<file path="src/rtl/gnn_result_collector.sv">
`timescale 1ns/1ps
`default_nettype none
// +--------------------------------------------------------------------------+
// | Module   : gnn_result_collector                                          |
// | Function : Captures per-slot GNN results on their ready flags, buffers   |
// |            one result set, then streams it out in slot order with a      |
// |            valid/ready handshake and signed saturation to OW bits.       |
// | Revision : 1.0 - initial release                                         |
// +--------------------------------------------------------------------------+
module gnn_result_collector #(
    parameter int NODES   = 4,
    parameter int OUTS    = 2,
    parameter int DW      = 21,
    parameter int OW      = 16,
    parameter int TIMEOUT = 64
) (
    input  logic                            clk,
    input  logic                            rst,
    input  logic                            start,
    input  logic [NODES*OUTS*DW-1:0]        res_in,
    input  logic [NODES*OUTS-1:0]           res_rdy,
    output logic                            m_valid,
    input  logic                            m_ready,
    output logic [OW-1:0]                   m_data,
    output logic [$clog2(NODES*OUTS)-1:0]   m_idx,
    output logic                            m_last,
    output logic                            m_sat,
    output logic                            busy,
    output logic                            done,
    output logic                            err
);

    localparam int c_SLOTS = NODES * OUTS;
    localparam int c_IW    = $clog2(c_SLOTS);
    localparam int c_TW    = $clog2(TIMEOUT) + 1;

    localparam logic [1:0] c_ST_IDLE    = 2'd0;
    localparam logic [1:0] c_ST_CAPTURE = 2'd1;
    localparam logic [1:0] c_ST_DRAIN   = 2'd2;

    localparam logic [c_IW-1:0] c_LAST_IDX = c_IW'(c_SLOTS - 1);
    localparam logic [c_TW-1:0] c_TMO_LAST = c_TW'(TIMEOUT - 1);

    localparam logic [OW-1:0] c_POS_MAX = {1'b0, {(OW-1){1'b1}}};
    localparam logic [OW-1:0] c_NEG_MIN = {1'b1, {(OW-1){1'b0}}};

    logic [1:0]         r_state;
    logic [1:0]         w_state_nxt;
    logic [c_SLOTS-1:0] r_cap_mask;
    logic [c_IW-1:0]    r_ptr;
    logic [c_TW-1:0]    r_tmo_cnt;
    logic               r_err;
    logic               r_done;
    logic [DW-1:0]      r_buf [c_SLOTS];

    logic [c_SLOTS-1:0] w_new;
    logic               w_full;
    logic               w_tmo;
    logic               w_drain;
    logic               w_fire;
    logic               w_last;
    logic [DW-1:0]      w_sel;
    logic [DW-OW:0]     w_hi;
    logic               w_clip;
    logic [OW-1:0]      w_sat_val;

    // Slots ready now but not yet latched; the frame is complete once every slot is held
    assign w_new   = res_rdy & ~r_cap_mask;
    assign w_full  = &(r_cap_mask | w_new);
    assign w_tmo   = (r_tmo_cnt == c_TMO_LAST);
    assign w_drain = (r_state == c_ST_DRAIN);
    assign w_last  = (r_ptr == c_LAST_IDX);
    assign w_fire  = w_drain & m_ready;

    // Clip when the bits above the output sign bit disagree with it
    assign w_sel     = r_buf[r_ptr];
    assign w_hi      = w_sel[DW-1:OW-1];
    assign w_clip    = !((&w_hi) || !(|w_hi));
    assign w_sat_val = w_clip ? (w_sel[DW-1] ? c_NEG_MIN : c_POS_MAX) : w_sel[OW-1:0];

    assign m_valid = w_drain;
    assign m_idx   = w_drain ? r_ptr : '0;
    assign m_data  = w_drain ? w_sat_val : '0;
    assign m_sat   = w_drain & w_clip;
    assign m_last  = w_drain & w_last;
    assign busy    = (r_state != c_ST_IDLE);
    assign done    = r_done;
    assign err     = r_err;

    // State register
    always_ff @(posedge clk or posedge rst) begin
        if (rst) begin
            r_state <= c_ST_IDLE;
        end else begin
            r_state <= w_state_nxt;
        end
    end

    // Next-state: capture ends on a full mask or on timeout, drain ends on the last accepted beat
    always_comb begin
        w_state_nxt = r_state;
        case (r_state)
            c_ST_IDLE: begin
                if (start) begin
                    w_state_nxt = c_ST_CAPTURE;
                end
            end
            c_ST_CAPTURE: begin
                if (w_full || w_tmo) begin
                    w_state_nxt = c_ST_DRAIN;
                end
            end
            c_ST_DRAIN: begin
                if (w_fire && w_last) begin
                    w_state_nxt = c_ST_IDLE;
                end
            end
            default: begin
                w_state_nxt = c_ST_IDLE;
            end
        endcase
    end

    // Datapath: frame setup on start, first-edge-wins slot capture, timeout, drain pointer
    always_ff @(posedge clk or posedge rst) begin
        if (rst) begin
            r_cap_mask <= '0;
            r_ptr      <= '0;
            r_tmo_cnt  <= '0;
            r_err      <= 1'b0;
            r_done     <= 1'b0;
            for (int s = 0; s < c_SLOTS; s++) begin
                r_buf[s] <= '0;
            end
        end else begin
            r_done <= 1'b0;
            case (r_state)
                c_ST_IDLE: begin
                    if (start) begin
                        r_cap_mask <= '0;
                        r_tmo_cnt  <= '0;
                        r_err      <= 1'b0;
                        r_ptr      <= '0;
                        // Slots that never arrive must stream zero, not a stale value
                        for (int s = 0; s < c_SLOTS; s++) begin
                            r_buf[s] <= '0;
                        end
                    end
                end
                c_ST_CAPTURE: begin
                    for (int s = 0; s < c_SLOTS; s++) begin
                        if (w_new[s]) begin
                            r_buf[s] <= res_in[s*DW +: DW];
                        end
                    end
                    r_cap_mask <= r_cap_mask | w_new;
                    if (!w_full) begin
                        if (w_tmo) begin
                            r_err <= 1'b1;
                        end else begin
                            r_tmo_cnt <= r_tmo_cnt + c_TW'(1);
                        end
                    end
                end
                c_ST_DRAIN: begin
                    if (w_fire) begin
                        if (w_last) begin
                            r_ptr  <= '0;
                            r_done <= 1'b1;
                        end else begin
                            r_ptr <= r_ptr + c_IW'(1);
                        end
                    end
                end
                default: begin
                    r_ptr <= '0;
                end
            endcase
        end
    end

endmodule
`default_nettype wire

</file>
<file path="config.mk">
export PLATFORM = sky130hd
export DESIGN_NAME = gnn_result_collector
export DESIGN_NICKNAME = d
export VERILOG_FILES = /design/src/rtl/gnn_result_collector.sv
export SDC_FILE = /design/constraint.sdc
export NUM_CORES = 1
export LEC_CHECK = 0
export ABC_AREA = 1
export BUFFER_PORTS_ARGS = -buffer_cell sky130_fd_sc_hd__buf_4
export CAP_MARGIN = 20
export CELL_PAD_IN_SITES_DETAIL_PLACEMENT = 1
export CELL_PAD_IN_SITES_GLOBAL_PLACEMENT = 2
export CORE_MARGIN = 8
export CORE_UTILIZATION = 35
export CTS_BUF_LIST = sky130_fd_sc_hd__clkbuf_4
export DETAILED_ROUTE_END_ITERATION = 12
export PLACE_DENSITY_LB_ADDON = 0.1
export SLEW_MARGIN = 15
export SYNTH_ARGS = -nofsm -noshare
export SYNTH_HDL_FRONTEND = slang
export SYNTH_SLANG_ARGS = --single-unit
</file>
<file path="constraint.sdc">
create_clock -name clk -period 13.4 [get_ports clk]
set_input_delay 0 -clock clk [delete_from_list [all_inputs] [get_ports clk]]
set_output_delay 0 -clock clk [all_outputs]
set_load 0.01 [all_outputs]
</file>
==> results of run 1 <==
-- state kept, by name (all words and copies together), names as in the netlist --
register and flops:
done 1, err 1, r_state 2, r_ptr 3
r_buf 168, r_tmo_cnt 7, r_cap_mask 8
-- logic make-up after synthesis --
| logic type | Yosys count |
|---|---|
| and+or+nand+nor | 485 |
| AOI/OAI and AO/OA | 286 |
| buffers and inverters | 239 |
| DFF | 190 |
| adders and majority gates | 3 |
| xor gates and xnor gates | 2 |
-- layout make-up --
| cell class | instances | area [um2] | share of cell area (%) |
|---|---|---|---|
| flip-flops and latches | 190 | 4760 | 35.9 |
| inverters | 149 | 567 | 4.27 |
| clock buffers | 18 | 135 | 1.02 |
| diodes | 2 | 5.00 | 0.0377 |
| well taps | 341 | 427 | 3.22 |
| clock inverters | 14 | 124 | 0.934 |
| repair buffers | 400 | 3470 | 26.2 |
| multi-input cells | 776 | 3770 | 28.5 |
-- worst max-delay path, cell delays in order, from the launching register on --
cell and delay (ns):
dfrtp_1 0.47, nor2_4 0.61, buf_4 0.77, nand3_1 0.69
nand2_1 0.93, nand3_1 0.15, o21ai_0 0.11
-- metrics by stage --
step | worst slack (ns) | util, % | total power [mW] | cell area, um2
after floorplan | 8.23 | - | 1.58 | 9450
after CTS | 9.49 | 49.6 | 2.35 | 13300
final | 9.55 | 49.6 | 2.33 | 13300
after detailed placement | 9.54 | 41.7 | 1.98 | 11200
after global placement | 9.68 | 41.7 | 1.95 | 11100
after global routing | 9.17 | 49.6 | 2.53 | 13300
-- worst min-delay path by stage --
stage                       start  cells past startpoint    endpoint  slack [ns]
after CTS                   start                      5  r_buf[132]        0.07
after floorplan           m_ready                      2        done        0.13
final                       start                      5  r_buf[132]        0.11
after global routing        start                      5  r_buf[130]         0.1
after global placement        rst                      2   r_buf[69]         0.1
after detailed placement      rst                      2   r_buf[69]         0.1
-- power by group --
group	switching [mW]	internal, mW	total, mW
Combinational	0.766	0.381	1.15
Clock	0.227	0.0833	0.310
Sequential	0.106	0.769	0.876
-- layout by cell type, fill, tap and decap left out, types with 2 or more instances in the layout --
cell type,netlist,routed
nand2_1,144,143
nand2_2,3,4
o31ai_4,0,2
inv_1,147,146
inv_8,0,5
inv_6,0,4
o22ai_1,6,6
diode_2,0,2
xor2_1,2,2
clkinv_4,0,4
nor2_4,2,2
o21ai_0,190,190
clkbuf_4,0,18
buf_4,1,215
o21ai_1,5,4
nand3_1,288,288
inv_2,2,2
a21oi_1,81,81
dfrtp_1,190,189
nor2_1,39,39
dlygate4sd3_1,0,184
nand4_1,3,3
ha_1,3,3
-- routing by layer --
metal	vias up	share of wire (%)	global-route usage, %
li1	4661	-	-
met1	4821	45	29.9
met2	207	49	38.1
met3	37	3.9	4.40
met4	2	1.6	4.89
met5	-	0.025	0
-- what timing repair did --
item	4_1_cts	5_1_grt
hold endpoints to repair	256	0
setup endpoints to repair	0	0
gates resized for setup	0	0
hold buffers	184	0
==> results.md, run 1 <==
* Area Overhead vs Synth at 40.4%
* Fmax at 260 MHz
* Synth Area in Simple Gates at 23.6%
* Reg clk slew, reported paths at 0.19 ns
* CTS tree: yes
* Die area at 32500 um2
* Post-Place Cells at 1672
* # DRC at 0
* Reg2reg setup slack at 9.55 ns
* Non-filler instance count after layout at 1890
* Worst min-delay path category: input pin to flop
* CP startpoint: r_state[1]
* Commonest cells in the netlist: 288 x nand3_1, 190 x dfrtp_1, 190 x o21ai_0
* Yosys cell types at 29
* H-tree levels at 4
* CP endpoint kind: flop
* Post-Syn Nets at 1388
* WHS at 0.109 ns
* Cells after Synth at 1205
* Nets at 1717
* Adder-cell share of the synthesized area at 0.397%
* Largest family of logic cells by synthesized area: simple AND/OR/NAND/NOR gates
* Vias in the first global route at 10400
* Die width at 180 um
* Share of cells above drive strength 1 at 17.1%
* P_leak at 6.32 nW
* CTS Buf Count at 17
* Top-area cell type share of the netlist area at 50.3%
* Worst-margin pin slew at 1.07 ns
* CP Class: flop to flop
* Path depth of the worst reg2reg path at 6
* Post-synth ARST share at 100%
* Worst endpoint data arrival time at 4.33 ns
* Pre-antenna DRT Iters at 5
* Synth Flop Type: dfrtp_1
* Unrepaired setup endpoints after global routing: no
* Clock sinks at 190
* Count of input and output buffers at 204
* Worst-skew pair later-pin latency at 0.61 ns
* Slew Viols, Final at 0
* Critical path destination: r_buf[62]
* Rel. slew slack at 28.7%
* Synth Area in Compound Gates at 15.5%
* Core Area at 26700 um2
* Die height at 180 um
* Final Setup Violations at 0
* Via count at 9728
* Post-CTS setup buffer count at 0
* Rows at 60
* Post-synthesis xor/xnor area fraction at 0.185%
* Setup TNS Final at 0 ns
* Routed Antenna Nets at 0
* Starting Density at 35.4%
* Initial antenna violation count at 2
* Post-synth EDFFs at 0
* Hpwl dp at 23900 um
* Worst Skew at 0.0374 ns
* Clk root buf: clkbuf_4
* Leading area contributor after synthesis: dfrtp_1
* Synth Cell Area at 9450 um2
* Required time worst endpoint at 13.88 ns
* CP startpoint kind: flop
* First-pass GRT wire length at 58800 um
* Gr usage total at 22.7%
* Gr ovfl total at 0
* GPL Wtd Cong at 0.776
* Clk buf depth at 2
* Iteration-0 DRC Markers at 587
* DRT Wirelength at 36600 um
* Top-count cell post-synth: nand3_1
* Synth area leaders: dfrtp_1 50%, nand3_1 15%, o21ai_0 10%, inv_1 5.8%, nand2_1 5.7%
* Vias per cell at 5.15
* Flops & latches, synth at 190
* Final hold violation count at 0
* Post-synthesis mux area share at 0%
* Final Cycle Share at 28.7%
* R2R Path Start: r_state[1]
* Reg2reg end: r_buf[62]
* Worst vdd ir at 0.119 mV
* Max_cap viols at 0
* Min Clock Period, post-route at 3.85 ns
* Wire length per cell at 19.4 um
* Post-Syn Area per Cell at 7.84 um2
* Status: completed
* # IOs at 205
* Seq/Total Area, Yosys at 50.3%
* Pwr dens at 176 nW/um2
* # fillers at 3226
* Yosys warns at 0
* Largest net degree at the start of global routing at 89
* CP max FO at 78
Note: power is estimated with default switching activity, not from simulation.
==> inputs of run 2 (changes only) <==
- ABC_AREA: 1 -> 0
- CORE_UTILIZATION: 35 -> 31
- clock period: 13.4 -> 3.4 ns (I/O delays scaled with it)
==> run 2 against run 1 <==
- cell count shrank 9.4%
- cell area increased by 0.55%
- via count decreased by 18%
- total power increased to 4.0 times the previous value
- die area up 7.2%
- critical endpoint is now m_data[3]
- synthesized cell count down 21%
- utilization fell by 3.2 points
- clock power increased to 3.9 times the previous value
- non-clock buffer count is 20 higher
==> results.md, run 2 <==
* Status: completed
* Commonest cells in the netlist: 345 x nand2_1, 190 x dfrtp_1, 173 x o21ai_0
* Vias per cell at 4.65 (-9.6%)
* Post-Syn Nets at 1130 (-19%)
* Starting Density at 31.5% (-3.9 points)
* Worst-skew pair later-pin latency at 0.59 ns (-0.02 ns)
* Clk buf depth at 2 (unchanged)
* CP Class: flop to output pin
* Leading area contributor after synthesis: dfrtp_1
* Rel. slew slack at 28.0% (-0.67 points)
* Clk root buf: clkbuf_4
* Post-synth ARST share at 100% (unchanged)
* Synth area leaders: dfrtp_1 53%, nand2_1 14%, mux4_2 10%, o21ai_0 9.6%, mux2i_1 2.6%
* Post-CTS setup buffer count at 0 (unchanged)
* Clk pwr share at 13.0% (-0.3 points)
* Register with the highest flop count: r_buf
* Synth Flop Type: dfrtp_1
* Max_cap viols at 0 (unchanged)
* First-pass GRT wire length at 51000 um (-13%)
* Synth Cell Area at 9030 um2 (-4.4%)
* Max reg flops at 168 (unchanged)
* Worst vdd ir at 0.297 mV (+150%)
* Net Sw Frac at 43.9% (-3.2 points)
* Pre-antenna DRT Iters at 4 (-1)
* Slew Viols, Final at 0 (unchanged)
* WHS at 0.129 ns (+0.0201 ns)
* Top-area cell type share of the netlist area at 52.7% (+2.3 points)
* Vias in the first global route at 8932 (-14%)
* Unrepaired setup endpoints after global routing: no
* CP max FO at 16 (-79%)
* Gr usage total at 18.5% (-4.2 points)
* GPL Wtd Cong at 0.746 (-3.9%)
* Gr ovfl total at 0 (unchanged)
* Routed Antenna Nets at 0 (unchanged)
* Top-count cell post-synth: nand2_1
* Worst Skew at 0.0488 ns (+0.0114 ns)
* P_leak at 6.05 nW (-4.3%)
* Core Area at 28700 um2 (+7.4%)
* Cells after Synth at 947 (-21%)
* Area Overhead vs Synth at 47.7%
* P_int at 5.17 mW (+320%)
* Initial antenna violation count at 1 (-1)
* Iteration-0 DRC Markers at 453 (-23%)
* Critical path's slowest cell: dfrtp_2
* Cell Chain, Critical Path: mux4_2, mux2i_2, nand3_1, o21ai_4, buf_4, a21oi_1, buf_4
* Top flop regs: r_buf x168, r_cap_mask x8, r_tmo_cnt x7
* Total power at 9.22 mW (+300%)
* P_sw at 4.05 mW (+270%)
* # DRC at 0 (unchanged)
* Final Cycle Share at 92.2%
* Die width at 187 um (+3.5%)
* Hpwl dp at 21700 um (-9.0%)
* Sequential fraction of design power at 38.9% (+1.4 points)
* Post-synth EDFFs at 0 (unchanged)
* Die height at 187 um (+3.5%)
* Dpl ws at 0.812 ns (-8.73 ns)
* CP startpoint kind: flop
* Wire length per cell at 18.6 um (-3.9%)
* Largest net degree at the start of global routing at 126 (+42%)
* Share of cells above drive strength 1 at 24.5% (+7.4 points)
* Logic pwr share at 48.1% (-1.1 points)
* Yosys cell types at 34 (+17%)
* Nets at 1498 (-13%)
* Fmax at 319 MHz
* Most common cell after layout, fill and taps aside: nand2_1
* R2R Path Start: r_state[1]
* Reg clk slew, reported paths at 0.18 ns (about the same)
* Yosys warns at 0 (unchanged)
* Clock sinks at 190 (unchanged)
* Fin util at 46.5% (-3.2 points)
* Rows at 62 (+3.3%)
* Flops & latches, synth at 190 (unchanged)
* Via count at 7967 (-18%)
* H-tree levels at 4 (unchanged)
* CTS tree: yes
* Buffers & Inverters on Critical Path at 2 (+1)
* Most frequent cells in the layout: 345 x nand2_1, 219 x buf_4, 195 x dlygate4sd3_1
* Pwr dens at 692 nW/um2 (+290%)
* Most frequent CP cell: buf_4
* Worst-margin pin slew at 1.08 ns (+0.0127 ns)
* Final hold violation count at 0 (unchanged)
* Path depth of the worst reg2reg path at 6 (unchanged)
* Die area at 34800 um2 (+7.2%)
* Worst setup margin at 0.264 ns (-9.29 ns)
* Seq/Total Area, Yosys at 52.7% (+2.3 points)
* Min Clock Period, post-route at 3.14 ns
* Required time worst endpoint at 3.40 ns (-10.48 ns)
* Post-Syn Area per Cell at 9.53 um2 (+22%)
* CTS Buf Count at 17 (unchanged)
* Worst endpoint data arrival time at 3.14 ns (-1.19 ns)
* Setup TNS Final at 0 ns (unchanged)
* Worst min-delay path category: input pin to async pin
* Final Setup Violations at 0 (unchanged)
* Reg2reg setup slack at 0.68 ns (-8.87 ns)
* CP endpoint kind: output pin
* Top delay family on crit path: multiplexers
* Reg2reg end: r_buf[123]
* CP max stage delay at 0.70 ns (-0.23 ns)
* # IOs at 205 (unchanged)
* DRT Wirelength at 31900 um (-13%)
* Count of input and output buffers at 204 (unchanged)
==> run 2: cell types whose count changed after synthesis, sizes merged, moves of 8 or more <==
cell,before,now
nand3,289,6
mux2i,0,24
o21ai,195,174
mux4,0,42
buf,41,15
a21oi,81,25
nand2,147,345
nor2,42,17
inv,149,15
a31oi,0,8
==> run 2: worst max-delay path by stage <==
stage	start	endpoint	slack (ns)	cells after the start
6_report	r_ptr[1]	m_data[3]	0.26	7
3_3_place_gp	r_ptr[1]	m_data[3]	0.90	7
3_5_place_dp	r_ptr[2]	m_data[3]	0.81	7
4_1_cts	r_ptr[2]	m_data[3]	0.11	7
2_1_floorplan	rst	done	0.95	1
5_1_grt	r_ptr[1]	m_data[2]	0.004	7
==> run 2: kinds of logic after synthesis <==
| kind of cell | Yosys count | synth area share, % |
|---|---|---|
| buf+inv | 86 | 4.05 |
| compound gates | 214 | 12.8 |
| flops | 190 | 52.7 |
| mux | 67 | 13.3 |
| xor+xnor | 3 | 0.291 |
| simple gates | 384 | 16.5 |
| fa+ha+maj | 3 | 0.416 |
==> run 2: repair_timing <==
| action | in CTS | in global routing |
|---|---|---|
| resized for setup | 0 | 2 |
| hold buffers | 195 | 0 |
| endpoints found under the hold margin | 376 | 0 |
| endpoints found under the setup margin | 0 | 16 |
==> run 2: cell type report <==
class	count	area (um2)
Antenna cell	1	2.50
Clock buffer	17	128
Clock inverter	14	129
Fill cell	3249	15400
Inverter	15	60.1
Multi-Input combinational cell	671	4040
Sequential cell	190	4760
Tap cell	384	480
Timing Repair Buffer	420	3740
==> run 2: per-stage QoR <==
step                std cells  cell area (um2)
floorplan                 947             9030
global placement         1481            11000
detailed placement       1483            11100
CTS                      1709            13300
global route             1712            13300
finish                   1712            13300
==> run 2: per-layer routing <==
layer  up-vias  wire (um)  global-route usage [%]
li1       3923          -                       -
met1      3872      14400                    23.8
met4         0        457                    4.25
met3        26       1160                    3.58
met5         -          0                       0
met2       146      15900                    31.7
==> run 2: worst reg2reg max path, cell delays in order (launching register included) <==
cell and delay (ns):
dfrtp_1 0.47, nor2_1 0.16, and2_1 0.87, a31oi_4 0.25, nand2_1 0.15, o21ai_0 0.10, dlygate4sd3_1 0.60
==> run 2: power by group through the flow <==
| stage | registers (mW) | logic [mW] | clock network [mW] |
|---|---|---|---|
| detailed placement | 3.65 | 4.13 | 0 |
| global placement | 3.64 | 3.96 | 0 |
| global route | 3.70 | 5.00 | 1.34 |
| CTS | 3.59 | 4.45 | 1.26 |
| floorplan | 3.41 | 2.76 | 0 |
| finish | 3.59 | 4.44 | 1.20 |
